**src/rtl/soc_bus_fabric.sv**
```systemverilog
// soc_bus_fabric: single-master bus fabric. It decodes the master address
// against NUM_SLAVES base/size windows, drives one-hot slave strobes and a
// window-relative address, and returns read data in order through a tracker
// of up to MAX_OUTSTANDING reads. Unmapped accesses and timed-out reads
// produce error responses. The first faulting address is captured.
// Ports:
//   clk, reset (async active-low)
//   address/read/write                    master request
//   waitRequest                           master stall
//   readValid/dataIn/busError             read response
//   slaveRead/slaveWrite/slaveAddress     slave-side request
//   slaveWaitRequest/slaveValid/slaveData slave-side status and data
//   errorIrq/errorAddress/errorClear      sticky fault capture
module soc_bus_fabric #(
  parameter int unsigned                 NUM_SLAVES      = 10,
  parameter logic [NUM_SLAVES*32-1:0]    ADDR_BASE       = '0,
  parameter logic [NUM_SLAVES*32-1:0]    ADDR_SIZE       = '0,
  parameter int unsigned                 MAX_OUTSTANDING = 4,
  parameter int unsigned                 TIMEOUT         = 255,
  parameter logic [31:0]                 ERROR_DATA      = 32'h0
) (
  input  logic                         clk,
  input  logic                         reset,
  input  logic [31:0]                  address,
  input  logic                         read,
  input  logic                         write,
  output logic                         waitRequest,
  output logic                         readValid,
  output logic [31:0]                  dataIn,
  output logic                         busError,
  output logic [NUM_SLAVES-1:0]        slaveRead,
  output logic [NUM_SLAVES-1:0]        slaveWrite,
  output logic [31:0]                  slaveAddress,
  input  logic [NUM_SLAVES-1:0]        slaveWaitRequest,
  input  logic [NUM_SLAVES-1:0]        slaveValid,
  input  logic [NUM_SLAVES*32-1:0]     slaveData,
  output logic                         errorIrq,
  output logic [31:0]                  errorAddress,
  input  logic                         errorClear
);

  localparam int unsigned IDW = $clog2(NUM_SLAVES + 1);
  localparam int unsigned CW  = $clog2(MAX_OUTSTANDING + 1);
  localparam int unsigned PW  = (MAX_OUTSTANDING > 1) ? $clog2(MAX_OUTSTANDING) : 1;
  localparam int unsigned WW  = $clog2(TIMEOUT + 1);
  localparam logic [IDW-1:0] DEF_ID = IDW'(NUM_SLAVES);

  logic [IDW-1:0] r_fifo_id   [MAX_OUTSTANDING];
  logic [31:0]    r_fifo_addr [MAX_OUTSTANDING];
  logic [PW-1:0]  r_wr_ptr, r_rd_ptr;
  logic [CW-1:0]  r_count;
  logic [WW-1:0]  r_wait_cnt;
  logic           r_err_arm;

  logic           w_hit;
  logic [IDW-1:0] w_sel;
  logic [31:0]    w_base;
  logic           w_rd_acc, w_wr_acc, w_push, w_pop;
  logic           w_empty, w_head_real, w_def_head, w_timeout;
  logic [IDW-1:0] w_head_id;
  logic [31:0]    w_head_addr;
  logic           w_head_valid;
  logic [31:0]    w_head_data;
  logic           w_ok_resp, w_err_resp;
  logic           w_fault;
  logic [31:0]    w_fault_addr;

  // Address decode; descending scan so the lowest matching index wins.
  // 33-bit compare keeps a window ending at 4 GiB from wrapping.
  always_comb begin
    w_hit  = 1'b0;
    w_sel  = DEF_ID;
    w_base = '0;
    for (int i = NUM_SLAVES - 1; i >= 0; i--) begin
      if (({1'b0, address} >= {1'b0, ADDR_BASE[32*i +: 32]}) &&
          ({1'b0, address} <  ({1'b0, ADDR_BASE[32*i +: 32]} + {1'b0, ADDR_SIZE[32*i +: 32]}))) begin
        w_hit  = 1'b1;
        w_sel  = IDW'(i);
        w_base = ADDR_BASE[32*i +: 32];
      end
    end
  end

  // Master handshake and slave strobes; the full test uses the registered count.
  always_comb begin
    waitRequest  = (w_hit && slaveWaitRequest[w_sel]) ||
                   (read && (r_count == CW'(MAX_OUTSTANDING)));
    w_rd_acc     = read  && !waitRequest;
    w_wr_acc     = write && !waitRequest;
    slaveRead    = (w_rd_acc && w_hit) ? (NUM_SLAVES'(1) << w_sel) : '0;
    slaveWrite   = (w_wr_acc && w_hit) ? (NUM_SLAVES'(1) << w_sel) : '0;
    slaveAddress = w_hit ? (address - w_base) : address;
  end

  // Head-of-tracker lookup of the selected slave's valid and data.
  always_comb begin
    w_head_id    = r_fifo_id[r_rd_ptr];
    w_head_addr  = r_fifo_addr[r_rd_ptr];
    w_head_valid = 1'b0;
    w_head_data  = '0;
    for (int i = 0; i < NUM_SLAVES; i++) begin
      if (w_head_id == IDW'(i)) begin
        w_head_valid = slaveValid[i];
        w_head_data  = slaveData[32*i +: 32];
      end
    end
  end

  // Response selection; a pending error response has priority over slave data.
  always_comb begin
    w_empty     = (r_count == '0);
    w_head_real = !w_empty && (w_head_id != DEF_ID);
    w_def_head  = !w_empty && (w_head_id == DEF_ID);
    w_timeout   = w_head_real && (r_wait_cnt == WW'(TIMEOUT - 1));
    w_err_resp  = r_err_arm;
    w_ok_resp   = !r_err_arm && w_head_real && w_head_valid;
    readValid   = w_err_resp || w_ok_resp;
    busError    = w_err_resp;
    dataIn      = w_err_resp ? ERROR_DATA : (w_ok_resp ? w_head_data : '0);
    w_push      = w_rd_acc;
    w_pop       = readValid;
  end

  // Fault sources; a timeout reports the older, stored address first.
  always_comb begin
    w_fault      = ((w_rd_acc || w_wr_acc) && !w_hit) || (w_err_resp && w_head_real);
    w_fault_addr = (w_err_resp && w_head_real) ? w_head_addr : address;
  end

  // Tracker pointers, occupancy, wait counter and error-response arming.
  always_ff @(posedge clk or negedge reset) begin
    if (!reset) begin
      r_wr_ptr   <= '0;
      r_rd_ptr   <= '0;
      r_count    <= '0;
      r_wait_cnt <= '0;
      r_err_arm  <= 1'b0;
    end else begin
      if (w_push) begin
        r_wr_ptr <= (r_wr_ptr == PW'(MAX_OUTSTANDING - 1)) ? '0 : r_wr_ptr + 1'b1;
      end
      if (w_pop) begin
        r_rd_ptr <= (r_rd_ptr == PW'(MAX_OUTSTANDING - 1)) ? '0 : r_rd_ptr + 1'b1;
      end
      r_count <= r_count + CW'(w_push) - CW'(w_pop);
      if (w_pop || w_empty) begin
        r_wait_cnt <= '0;
      end else if (w_head_real) begin
        r_wait_cnt <= r_wait_cnt + 1'b1;
      end
      // Arming only when the head stays put makes the error response one
      // cycle after the entry becomes head, or after the timeout is reached.
      r_err_arm <= !w_pop && (w_def_head || w_timeout);
    end
  end

  // Tracker storage: slave ID plus request address for timeout reporting.
  always_ff @(posedge clk) begin
    if (w_push) begin
      r_fifo_id[r_wr_ptr]   <= w_sel;
      r_fifo_addr[r_wr_ptr] <= address;
    end
  end

  // Sticky fault capture; clear wins over a same-cycle capture.
  always_ff @(posedge clk or negedge reset) begin
    if (!reset) begin
      errorIrq     <= 1'b0;
      errorAddress <= '0;
    end else if (errorClear) begin
      errorIrq     <= 1'b0;
      errorAddress <= '0;
    end else if (w_fault && !errorIrq) begin
      errorIrq     <= 1'b1;
      errorAddress <= w_fault_addr;
    end
  end

endmodule

```
**config.mk**
```make
export PLATFORM = sky130hd
export DESIGN_NAME = soc_bus_fabric
export DESIGN_NICKNAME = d
export VERILOG_FILES = /design/src/rtl/soc_bus_fabric.sv
export SDC_FILE = /design/constraint.sdc
export NUM_CORES = 1
export LEC_CHECK = 0
export ABC_AREA = 0
export CORE_AREA = 2 2 194 196
export CTS_CLUSTER_DIAMETER = 30
export DETAILED_ROUTE_END_ITERATION = 12
export DIE_AREA = 0 0 196 198
export PLACE_DENSITY = 0.34
export SLEW_MARGIN = 20
export SYNTH_ARGS = -nofsm -noshare
export SYNTH_HDL_FRONTEND = slang
export SYNTH_SLANG_ARGS = --single-unit
export TNS_END_PERCENT = 5
```
**constraint.sdc**
```tcl
create_clock -name clk -period 2.1 [get_ports clk]
set_input_delay 0.21 -clock clk [delete_from_list [all_inputs] [get_ports clk]]
set_output_delay 0.21 -clock clk [all_outputs]
set_load 0.1 [all_outputs]
```
==> results by group <==
Worst setup path
  • Kind of critical path: reg -> reg
  • Critical path, cell by cell: nor2_1 -> nand2_1 -> nand2_1 -> ha_1 -> inv_1 -> ha_1 -> inv_1 -> fa_1 -> xnor2_1 -> xnor2_1
  • Endpoint class of the critical path: register
  • Crit-path max FO: 4
  • Crit path required time: 2.32 ns
  • Slowest cell on crit path: dfrtp_1
  • Critical path launch point type: register
  • Worst Path Arrival: 2.07 ns
  • Crit-path max cell delay: approximately 0.41 ns

GRT
  • Pin count of the biggest net entering global routing: between 60 and 70
  • First-pass GRT wire length: 10790 um
  • Vias in the first global route: between 1500 and 2000
  • Initial antenna violation count: 0
  • GR Overflow Total: 0
  • Global-route total usage across every layer: slightly below 4%

Clock network
  • Clock transition at path regs: approximately 0.070 ns
  • H-tree depth: 2
  • CTS max path bufs: 2
  • Post-CTS sizing: 0
  • Setup Buffers After CTS: 0
  • CTS hold repair buffers: 1
  • Sink count of the clock tree: 37
  • Clk_lat worst skew: about 0.3 ns
  • CTS root buf: clkbuf_16
  • CTS tree: done
  • Number of buffers created by CTS: 5

Synthesis
  • Synth area leader: dfrtp_1
  • Simple-gate share of the synthesized area: approximately 18%
  • Largest family of logic cells by synthesized area: buffers and inverters
  • Mux cell area share after synthesis: 12.79%
  • Post-Syn Instances: roughly 250
  • Sequential-to-total area share from yosys stat: 36.98%
  • Distinct cells, synth: 17
  • XOR/XNOR Fraction of Synth Area: less than 1%
  • Post-Syn Area: around 2500 sq um
  • Post-synth top area share: 36.98%
  • FF+latch count, synth: 37
  • Area share of fa/ha/maj cells after synthesis: around 1.8%
  • Synth Warn #: 0
  • Largest cells by area after synthesis: dfrtp_1 37%, buf_4 25%, nand2b_1 16%
  • Complex-gate fraction of the synthesized area: less than 1%
  • Synth Area per Inst: approximately 10 sq um

Pwr
  • Worst VDD drop: between 0.2 and 0.3 mV
  • Power Density: around 1000 nW/um^2
  • Pwr Total: between 3 and 4 mW
  • Pleak: around 1.6 nW
  • Clk pwr share: between 20% and 30%
  • Sequential share of power: around a quarter
  • Net Sw Frac: a little under three fifths
  • Switch Pwr: about 2.2 mW
  • Cell-internal power: around 1.8 mW
  • Comb pwr share: around 56%

Timing
  • Final setup vio count: 0
  • Final hold vios: 0
  • Final setup TNS: 0 ns
  • WHS: a little over 0.3 ns
  • Max Fclk: 0.5384 GHz
  • Final setup margin: around 0.24 ns
  • RSZ-0062 raised after global routing: no
  • Clock skew: between 0.01 and 0.015 ns
  • Slew Viols, Final: 0
  • Final worst-path cycle share: 88.44%
  • Minimum clock period after layout: roughly 1.9 ns

Finish
  • Most frequent cells in the layout: 65 x buf_4, 64 x nand2b_1, 52 x conb_1, 36 x dfrtp_1, 34 x clkdlybuf4s50_1
  • ANT cells: 0
  • Fin cells: about 800
  • Layout Nets: about 700
  • Most common cell after layout, fill and taps aside: buf_4
  • Layout cells sized above 1: between 20% and 30%
  • Synth-to-layout area growth: 50.62%

Run
  • MaxCap Viol Count: 0

Detailed routing
  • Vias per std cell: 2.044
  • DR vias: 1629
  • Avg WL per Cell: approximately 9.3 um
  • DRT Pass-1 Iters: 3
  • Final wirelength: ~7400 um
  • 1st-iter DRT viols: 30
  • Antenna-violating nets left: 0
  • Residual DRC: 0

Place
  • Port Buf Inserts: 104
  • RD Place Congestion: ~0.63
  • HPWL after DPL: 5708 um
  • Dpl ws: 0.05640 ns
  • Cell count after placement: between 700 and 800

Floorplan
  • # rows: 71
  • Die Ht: a little under 200 um
  • Initial Util: under 10%
  • Die ar.: between 30000 and 40000 sq um
  • Die width: approximately 200 um
  • Ports: between 400 and 500
  • Area of the core: between 30000 and 40000 sq um

Status
  • Status: completed

Hold path
  • Hold Path Class: in -> async
synthesized netlist by cell type:
| library cell | instances |
|---|---|
| ha_1 | 2 |
| o21ba_2 | 1 |
| buf_8 | 3 |
| and4bb_4 | 1 |
| clkbuf_1 | 7 |
| nand2b_1 | 64 |
| buf_4 | 85 |
| conb_1 | 1 |
| nor2_1 | 4 |
| dfrtp_1 | 37 |
| inv_1 | 3 |
| xnor2_1 | 2 |
| nor3_1 | 1 |
| nor3_4 | 1 |
| fa_1 | 1 |
| mux2i_1 | 32 |
| nand2_1 | 2 |
worst max-delay path, delay by kind of cell (launching register included):
kind | cells | cell delay [ns]
flip-flops | 1 | 0.41
adder cells (fa/ha/maj) | 3 | 0.71
XOR/XNOR | 2 | 0.34
AND/OR/NAND/NOR | 3 | 0.23
buffers and inverters | 2 | 0.10
state kept, by name, summed over array words and instances, names as in the netlist:
name and flops:
errorIrq 1, r_count 3, errorAddress 32, busError 1
final cells by class:
cell class | count | area (sq um)
Inverter | 3 | 11.26
Clock inverter | 3 | 17.52
Timing Repair Buffer | 112 | 1049
Tap cell | 474 | 593.1
Sequential cell | 37 | 927.1
Clock buffer | 5 | 125.1
Fill cell | 4285 | 33180
Multi-Input combinational cell | 163 | 1049
cell families (layout without fill, tap and decap cells):
kind of cell / count (synthesis) / after routing
buffers and inverters: 98 / 123
and+or+nand+nor: 73 / 73
DFF: 37 / 37
muxes: 32 / 32
adders and majority gates: 3 / 3
xor gates and xnor gates: 2 / 2
other: 1 / 52
AOI/OAI and AO/OA: 1 / 1
power groups by stage:
stage	registers, mW	clock network, mW	logic (mW)
5_1_grt	0.937	0.888	2.33
3_3_place_gp	0.937	0	2.24
2_1_floorplan	1.54	0	1.27
6_report	0.919	0.794	2.21
3_5_place_dp	0.932	0	2.25
4_1_cts	0.922	0.863	2.25
final timing paths:
kind | startpoint | end | slack [ns] | cells past startpoint
worst max-delay path | r_count[0]$_DFF_PN0_ | r_count[2]$_DFF_PN0_ | 0.24 | 10
worst min-delay path | reset | errorAddress[6]$_DFFE_PN0P_ | 0.30 | 2
worst max register to register | r_count[0]$_DFF_PN0_ | r_count[2]$_DFF_PN0_ | 0.24 | 10
worst min register to register | busError$_DFF_PN0_ | busError$_DFF_PN0_ | 0.47 | 1
max in group asynchronous | reset | busError$_DFF_PN0_ | 1.23 | 3
min in group clk | busError$_DFF_PN0_ | busError$_DFF_PN0_ | 0.47 | 1
routing by layer:
metal	vias up	track usage (%)	wire [um]
li1	792	-	-
met1	749	4.756	3236
met2	82	6.076	3483
met3	6	1.754	624
met4	0	1.178	91
met5	-	0	0
stage by stage:
| step | utilization [%] | area [sq um] |
|---|---|---|
| after floorplan | - | 2696 |
| after global placement | 9.791 | 3618 |
| after detailed placement | 9.791 | 3618 |
| after CTS | 10.20 | 3771 |
| after global routing | 10.20 | 3771 |
| final | 10.20 | 3771 |
No activity file was read; power rests on OpenSTA's default activity.
